==> src/rtl/led_pattern_pkg.sv <==
// Shared types and constants for the LED pattern ROM readers.
package led_pattern_pkg;

   typedef enum logic [2:0] {
      IDLE,
      ISSUE,
      LAT,
      CAPTURE,
      HOLD
   } state_t;

   localparam int DEF_ADDR_W = 12;
   localparam int DEF_DATA_W = 4;

   localparam logic DIR_INC = 1'b0;
   localparam logic DIR_DEC = 1'b1;

endpackage

==> src/rtl/led_step_timer.sv <==
// Slow-rate step timer: counts 0..TICK_DIV-1 while enabled and flags the terminal count.
module led_step_timer #(
   parameter int TICK_DIV = 50000000
) (
   input  logic clk,
   input  logic rst,
   input  logic clr,
   input  logic en,
   output logic tc
);

   localparam int CNT_W = (TICK_DIV > 2) ? $clog2(TICK_DIV) : 1;
   localparam logic [CNT_W-1:0] LAST = CNT_W'(TICK_DIV - 1);

   logic [CNT_W-1:0] cnt;

   assign tc = en && (cnt == LAST);

   always_ff @(posedge clk) begin
      if (rst || clr) begin
         cnt <= '0;
      end else if (en) begin
         cnt <= tc ? '0 : cnt + CNT_W'(1);
      end
   end

endmodule

==> src/rtl/led_pattern_reader.sv <==
// Read-side sequencer for the LED pattern ROMs: steps the address every TICK_DIV cycles, latches data onto led.
// Build option LED_PATTERN_READER_BOUNCE_EN: address ping-pongs between 0 and the top word instead of wrapping.
//
// state   | meaning
// IDLE    | ROM disabled, led held, waiting for run
// ISSUE   | ROM enabled, address presented
// LAT     | extra cycle for a registered-output ROM (READ_LAT=2 only)
// CAPTURE | ROM data valid; led loaded and address stepped at the closing edge
// HOLD    | ROM disabled, waiting out the step timer
module led_pattern_reader
   import led_pattern_pkg::*;
#(
   parameter int ADDR_W     = DEF_ADDR_W,
   parameter int DATA_W     = DEF_DATA_W,
   parameter int TICK_DIV   = 50000000,
   parameter int READ_LAT   = 1,
   parameter int START_ADDR = 0
) (
   input  logic              clk,
   input  logic              rst,
   input  logic              run,
   input  logic              dir,
   output logic              rom_en,
   output logic [ADDR_W-1:0] rom_addr,
   input  logic [DATA_W-1:0] rom_data,
   output logic [DATA_W-1:0] led,
   output logic              step_pulse,
   output logic              busy
);

   localparam logic [ADDR_W-1:0] START_A = ADDR_W'(START_ADDR);

   state_t            state;
   logic              tick_tc;
   logic [ADDR_W-1:0] addr_next;

   led_step_timer #(
      .TICK_DIV (TICK_DIV)
   ) u_step_timer (
      .clk (clk),
      .rst (rst),
      .clr ((state != HOLD) || !run),
      .en  ((state == HOLD) && run),
      .tc  (tick_tc)
   );

`ifdef LED_PATTERN_READER_BOUNCE_EN
   logic dir_q;
   logic dir_next;

   // Turn around on the end word so the address never leaves 0..2**ADDR_W-1.
   always_comb begin
      dir_next = dir_q;
      if ((dir_q == DIR_INC) && (rom_addr == '1)) begin
         dir_next = DIR_DEC;
      end else if ((dir_q == DIR_DEC) && (rom_addr == '0)) begin
         dir_next = DIR_INC;
      end
      addr_next = (dir_next == DIR_INC) ? rom_addr + ADDR_W'(1) : rom_addr - ADDR_W'(1);
   end
`else
   assign addr_next = (dir == DIR_INC) ? rom_addr + ADDR_W'(1) : rom_addr - ADDR_W'(1);
`endif

   // rom_en doubles as the ROM set/reset release, so it must stay high from ISSUE through CAPTURE.
   always_ff @(posedge clk) begin
      if (rst) begin
         state      <= IDLE;
         rom_en     <= 1'b0;
         rom_addr   <= START_A;
         led        <= '0;
         step_pulse <= 1'b0;
         busy       <= 1'b0;
`ifdef LED_PATTERN_READER_BOUNCE_EN
         dir_q      <= dir;
`endif
      end else begin
         step_pulse <= 1'b0;
         case (state)
            IDLE: begin
               if (run) begin
                  state  <= ISSUE;
                  rom_en <= 1'b1;
                  busy   <= 1'b1;
`ifdef LED_PATTERN_READER_BOUNCE_EN
                  dir_q  <= dir;
`endif
               end
            end
            ISSUE: begin
               state <= (READ_LAT == 2) ? LAT : CAPTURE;
            end
            LAT: begin
               state <= CAPTURE;
            end
            CAPTURE: begin
               led        <= rom_data;
               step_pulse <= 1'b1;
               rom_addr   <= addr_next;
               rom_en     <= 1'b0;
               busy       <= 1'b0;
               state      <= run ? HOLD : IDLE;
`ifdef LED_PATTERN_READER_BOUNCE_EN
               dir_q      <= dir_next;
`endif
            end
            HOLD: begin
               if (!run) begin
                  state <= IDLE;
               end else if (tick_tc) begin
                  state  <= ISSUE;
                  rom_en <= 1'b1;
                  busy   <= 1'b1;
               end
            end
            default: begin
               state  <= IDLE;
               rom_en <= 1'b0;
               busy   <= 1'b0;
            end
         endcase
      end
   end

endmodule
==> config.mk <==
export PLATFORM = sky130hd
export DESIGN_NAME = led_pattern_reader
export DESIGN_NICKNAME = d
export VERILOG_FILES = /design/src/rtl/led_pattern_pkg.sv /design/src/rtl/led_step_timer.sv /design/src/rtl/led_pattern_reader.sv
export SDC_FILE = /design/constraint.sdc
export NUM_CORES = 1
export LEC_CHECK = 0
export ABC_AREA = 1
export BUFFER_PORTS_ARGS = -buffer_cell sky130_fd_sc_hd__buf_2
export CAP_MARGIN = 20
export CORE_ASPECT_RATIO = 1.5
export CORE_MARGIN = 2
export CORE_UTILIZATION = 25
export DETAILED_ROUTE_END_ITERATION = 12
export GPL_TIMING_DRIVEN = 0
export SLEW_MARGIN = 20
export SYNTH_ARGS = -nofsm -noshare
export SYNTH_HDL_FRONTEND = slang
export SYNTH_SLANG_ARGS = --single-unit
==> constraint.sdc <==
create_clock -name clk -period 1.9 [get_ports clk]
set_input_delay 0.285 -clock clk [delete_from_list [all_inputs] [get_ports clk]]
set_output_delay 0.285 -clock clk [all_outputs]
set_load 0.05 [all_outputs]
==> Word level (Yosys, flattened, before mapping) <==
Index checks and enable logic that the tools add are counted.
{ "classes": {"addsub": 3, "n_eq_ne": 10, "muxes": 12, "bitwise": 1, "n_reduce_logical": 9} }
{ "op_table": {"columns": ["operator", "count"], "rows": [
  ["adder 26 x 1 -> 26 bit (second input constant)", 1],
  ["== test 26 bit (second input constant)", 1],
  ["2-to-1 mux 26 bit", 1],
  ["adder 12 x 1 -> 12 bit (second input constant)", 1],
  ["2-to-1 mux 12 bit", 1],
  ["2-to-1 mux 3 bit", 4],
  ["case mux 3 bit (4 select lines)", 1],
  ["subtractor 12 x 1 -> 12 bit (second input constant)", 1],
  ["== test 3 x 2 -> 1 bit (second input constant)", 2],
  ["2-to-1 mux 1 bit", 4],
  ["inequality test 2 bit (second input constant)", 2],
  ["AND reduction 4 bit", 1],
  ["== test 3 x 1 -> 1 bit (second input constant)", 1],
  ["== test 3 bit (second input constant)", 1],
  ["zero test 3 bit", 1],
  ["inequality test 3 x 2 -> 1 bit (second input constant)", 1],
  ["inequality test 3 bit (second input constant)", 1],
  ["case mux 1 bit (3 select lines)", 1],
  ["logical AND 1 bit", 2],
  ["logical OR 1 bit", 2],
  ["inequality test 2 x 1 -> 1 bit (second input constant)", 1],
  ["AND reduction 2 bit", 1],
  ["OR reduction 2 bit", 1],
  ["zero test 1 bit", 1],
  ["inverter 1 bit", 1]
]} }
{ "word_totals": {"regBits": 47} }

==> Longest topological paths before layout <==
{ "depth": {"word_depth": 6, "ltp_mapped": 11} }

==> By module <==
A second synthesis with hierarchy kept.
{ "unflattened": {"hier_cells": 460, "area_unflattened_um2": 2992.9} }
{ "by_module_without_submodules": {"columns": ["module", "instances", "cells_per_inst", "area_per_inst_um2"], "rows": [
  ["led_step_timer", 1, 242, 1570.3],
  ["led_pattern_reader", 1, 218, 1422.6]
]} }

==> Worst setup path before layout <==
No wires, ideal clock.
{ "synth_timing": {"kind": "flip-flop to flip-flop", "startpoint": "register rom_addr[0]", "endpoint": "register rom_addr[6]", "setup_time_ps": 74, "arrival_ps": 2016, "required_time_ps": 1826, "slack_ps": -190, "path_stages_with_launch": 7, "n_path_buf": 0, "cell_sequence": "dfxtp_1 > inv_1 > fa_1 > o21ai_0 > a21oi_1 > or2_2 > a31oi_1"} }
{ "synth_between": {"elab_chain_cells": 2, "word_cells_on_any_way": 3, "classes_between": "add/sub (2); mux (1)"} }
{ "synth_rtl": {"columns": ["element", "line_no", "source"], "rows": [
  ["start, declared", "led_pattern_reader.sv:24", "output logic [ADDR_W-1:0] rom_addr,"],
  ["start signal, assigned", "led_pattern_reader.sv:99", "rom_addr <= addr_next;"],
  ["adder 12 x 1 -> 12 bit or subtractor 12 x 1 -> 12 bit (tied branches)", "led_pattern_reader.sv:62", "assign addr_next = (dir == DIR_INC) ? rom_addr + ADDR_W'(1) : rom_addr - ADDR_W'(1);"],
  ["2-to-1 mux 12 bit *", "led_pattern_reader.sv:62", null]
]} }
Every way passes the cells marked *; elsewhere a longest branch is shown, timed or not.
A chain may end at the register's enable or synchronous reset.

==> Final worst setup path <==
{ "layout_timing": {"startpoint": "register rom_addr[6]", "endpoint": "register rom_addr[11]"} }
Same word-level chain as after synthesis.

==> run summary <==
Status: completed
Area contributors post-synth: dfxtp_1 (35%), nand2_1 (12%), nor2_1 (9.5%)
CTS clock-pin slew for the worst setup and hold paths: 70 ps
DRT iter0 DRCs: 126
Clock sinks: 47
Power Total: 2.34 mW
Simple-Gate Fraction of Synth Area: 0.368
Largest family of logic cells by synthesized area: simple AND/OR/NAND/NOR gates
GR Overflow Total: 0
Die Wd: 88.6 um
Cell Count Post-Placement: 564
Worst VDD drop: 0.364 mV
CTS Hold Bufs: 0
First-pass GRT wire length: 10700 um
Layout fillers: 1156
Period utilization: 0.926
Routability cong.: 0.906
Fin nets: 447
Sw frac: 0.302
CP Class: flop to flop
ANT nets after route: 0
Synthesized net count: 414
Worst Path Required: 2090 ps
Rel. slew slack: 0.661
H-tree Lvls: 2
Async set or reset register ratio after synthesis: 0
FF-to-FF Start: rom_addr[6]$_SDFFE_PP0N_
Syn-to-layout area delta: 17.4%
XOR/XNOR share of the synthesized area: 0.0326
Total CTS buffers: 5
TritonCTS clock tree: done
Internal power: 1.63 mW
Period minus WS final: 1760 ps
Worst Setup Start Kind: flop
Synth top area share: 0.350
Mapped Area: 2690 um2
Final setup viols: 0
Mapped Cells: 394
Via Count: 2587
CP endpoint kind: flop
Multi-input logic area: 1550 um2
Clock skew: 4.51 ps
Met3 wire len: 213 um
Post-layout util: 0.299
Sequential cell area: 943 um2
Most frequent cell after synthesis: nand2_1
Min-delay worst type: input port to flop
Hold slack: 216 ps
Total GRT Usage: 0.116
N_diodes: 0
Final hold vios: 0
Worst setup startpoint: rom_addr[6]$_SDFFE_PP0N_
Vias/cell: 4.52
Avg Synthesized Cell Area: 6.82 um2
IO Port Bufs: 26
Synth cell count leaders: nand2_1 (85), nor2_1 (68), dfxtp_1 (47), inv_1 (47), nand3_1 (28)
Synth Area in Compound Gates: 0.113
CP Max Fanout: 5
Final HPWL DP: 5060 um
Vias in the first global route: 2476
Die ar.: 11600 um2
Worst Max-Slew Pin Slew: 508 ps
Cell variety after synth: 32
Yosys warning total: 0
Mux cell area share after synthesis: 0
RSZ-0062 raised after global routing: false
DR pass1 iterations: 4
FMAX: 0.569 GHz
WL met2: 3410 um
CTS Buffer Depth: 2
DRT met1 WL: 2560 um
Max Cap Viol: 0
Primary FF master, synth: dfxtp_1
Setup Buffers After CTS: 0
Fin. max-slew vios: 0
Synth area leader: dfxtp_1
Flop and latch count out of synthesis: 47
Root buffer cell: clkbuf_16
Clock Latency Late Sink: 290 ps
Ratio of cells with drive above 1 in the final layout: 0.136
Core area: 10500 um2
Pre-CTS setup slack: -240 ps
Power Density: 742 nW/um2
Clock share of power: 0.366
# DRC: 0
Site Rows: 46
LEAKAGE: 1.40 nW
Mean routed wirelength per cell: 11.1 um
Post-synth EDFFs: 0
Final WL: 6370 um
Post-route insts no fill: 572
Combinational Power Share: 0.183
Crit path DAT: 1950 ps
Die height: 131 um
Initial antenna violation count: 0
Sequential Power Share: 0.450
Synth Area in Adders: 0.0587
Largest net degree at the start of global routing: 15
I/O pins: 27
Post_cts resized: 0
Register area share after synthesis: 0.350
Net Switching: 0.707 mW
Min-delay src: rom_data[2]
Top Layer Used: met4
Setup ws final: 141 ps
Initial core utilization: 0.255
## critical path, cell delays in order (launching register included)
cell	delay (ps)
dfxtp_1	320
ha_1	330
a21oi_1	330
o21a_1	170
nand2_1	120
nand2_1	120
nand2_1	60
nand2_1	60
nand3_1	60
nand2_1	60
inv_1	40
## placed cells by master, fill, tap and decap left out, types with 3 or more instances in the layout
cell / Yosys / routed
nand4_1: 5 / 5
a21oi_1: 26 / 26
clkbuf_16: 0 / 5
xor2_1: 7 / 7
nor3_1: 9 / 9
o21ai_0: 22 / 21
nor2_4: 3 / 4
nor3b_1: 3 / 3
dfxtp_1: 47 / 45
clkinv_2: 0 / 3
nand3_1: 28 / 28
buf_2: 1 / 27
xnor2_1: 3 / 3
nor2_2: 4 / 5
nor2_1: 68 / 66
ha_1: 11 / 11
nand2_1: 85 / 85
inv_1: 47 / 46
## routing by layer
metal,track usage,up-vias
met4,0.0526,0
met2,0.218,58
li1,-,1339
met5,0,-
met1,0.121,1176
met3,0.0207,14
## sequential cells by signal (all words and copies together) (netlist names)
name / count
busy: 1
led: 4
rom_addr: 12
state: 3
step_pulse: 1
u_step_timer.cnt: 26
## path summary, 6_finish.rpt
check | endpoint | slack, ps | cells past startpoint
hold reg to reg | u_step_timer.cnt[0]$_SDFFE_PP0P_ | 450 | 1
hold / removal | led[2]$_SDFFE_PP0N_ | 220 | 3
setup / recovery | rom_addr[11]$_SDFFE_PP0N_ | 140 | 10
setup reg to reg | rom_addr[11]$_SDFFE_PP0N_ | 140 | 10
## layout make-up
class | count | share of cell area
multi-input cells | 294 | 0.492
flip-flops and latches | 47 | 0.299
inverters | 48 | 0.0571
well taps | 144 | 0.0571
repair buffers | 26 | 0.0413
clock buffers | 5 | 0.0397
plain buffers | 5 | 0.00873
clock inverters | 3 | 0.00476
## cell families after synthesis
family	count (synthesis)
compound gates	57
flops	47
buf+inv	53
fa+ha+maj	12
xor+xnor	10
simple gates	215
## power groups by stage
| stage | clock [mW] | sequential (mW) | combinational (mW) |
|---|---|---|---|
| 6_report | 0.857 | 1.05 | 0.429 |
| 3_3_place_gp | 0 | 1.07 | 0.423 |
| 3_5_place_dp | 0 | 1.08 | 0.427 |
| 4_1_cts | 0.880 | 1.05 | 0.429 |
| 5_1_grt | 0.919 | 1.06 | 0.477 |
| 2_1_floorplan | 0 | 1.18 | 0.224 |
## through the flow
step,instance area [um2],TNS [ps]
2_1_floorplan,2690,0
3_3_place_gp,3000,-596
3_5_place_dp,3000,-530
4_1_cts,3140,0
6_report,3150,0
5_1_grt,3150,0
No activity file was read; power rests on OpenSTA's default activity.
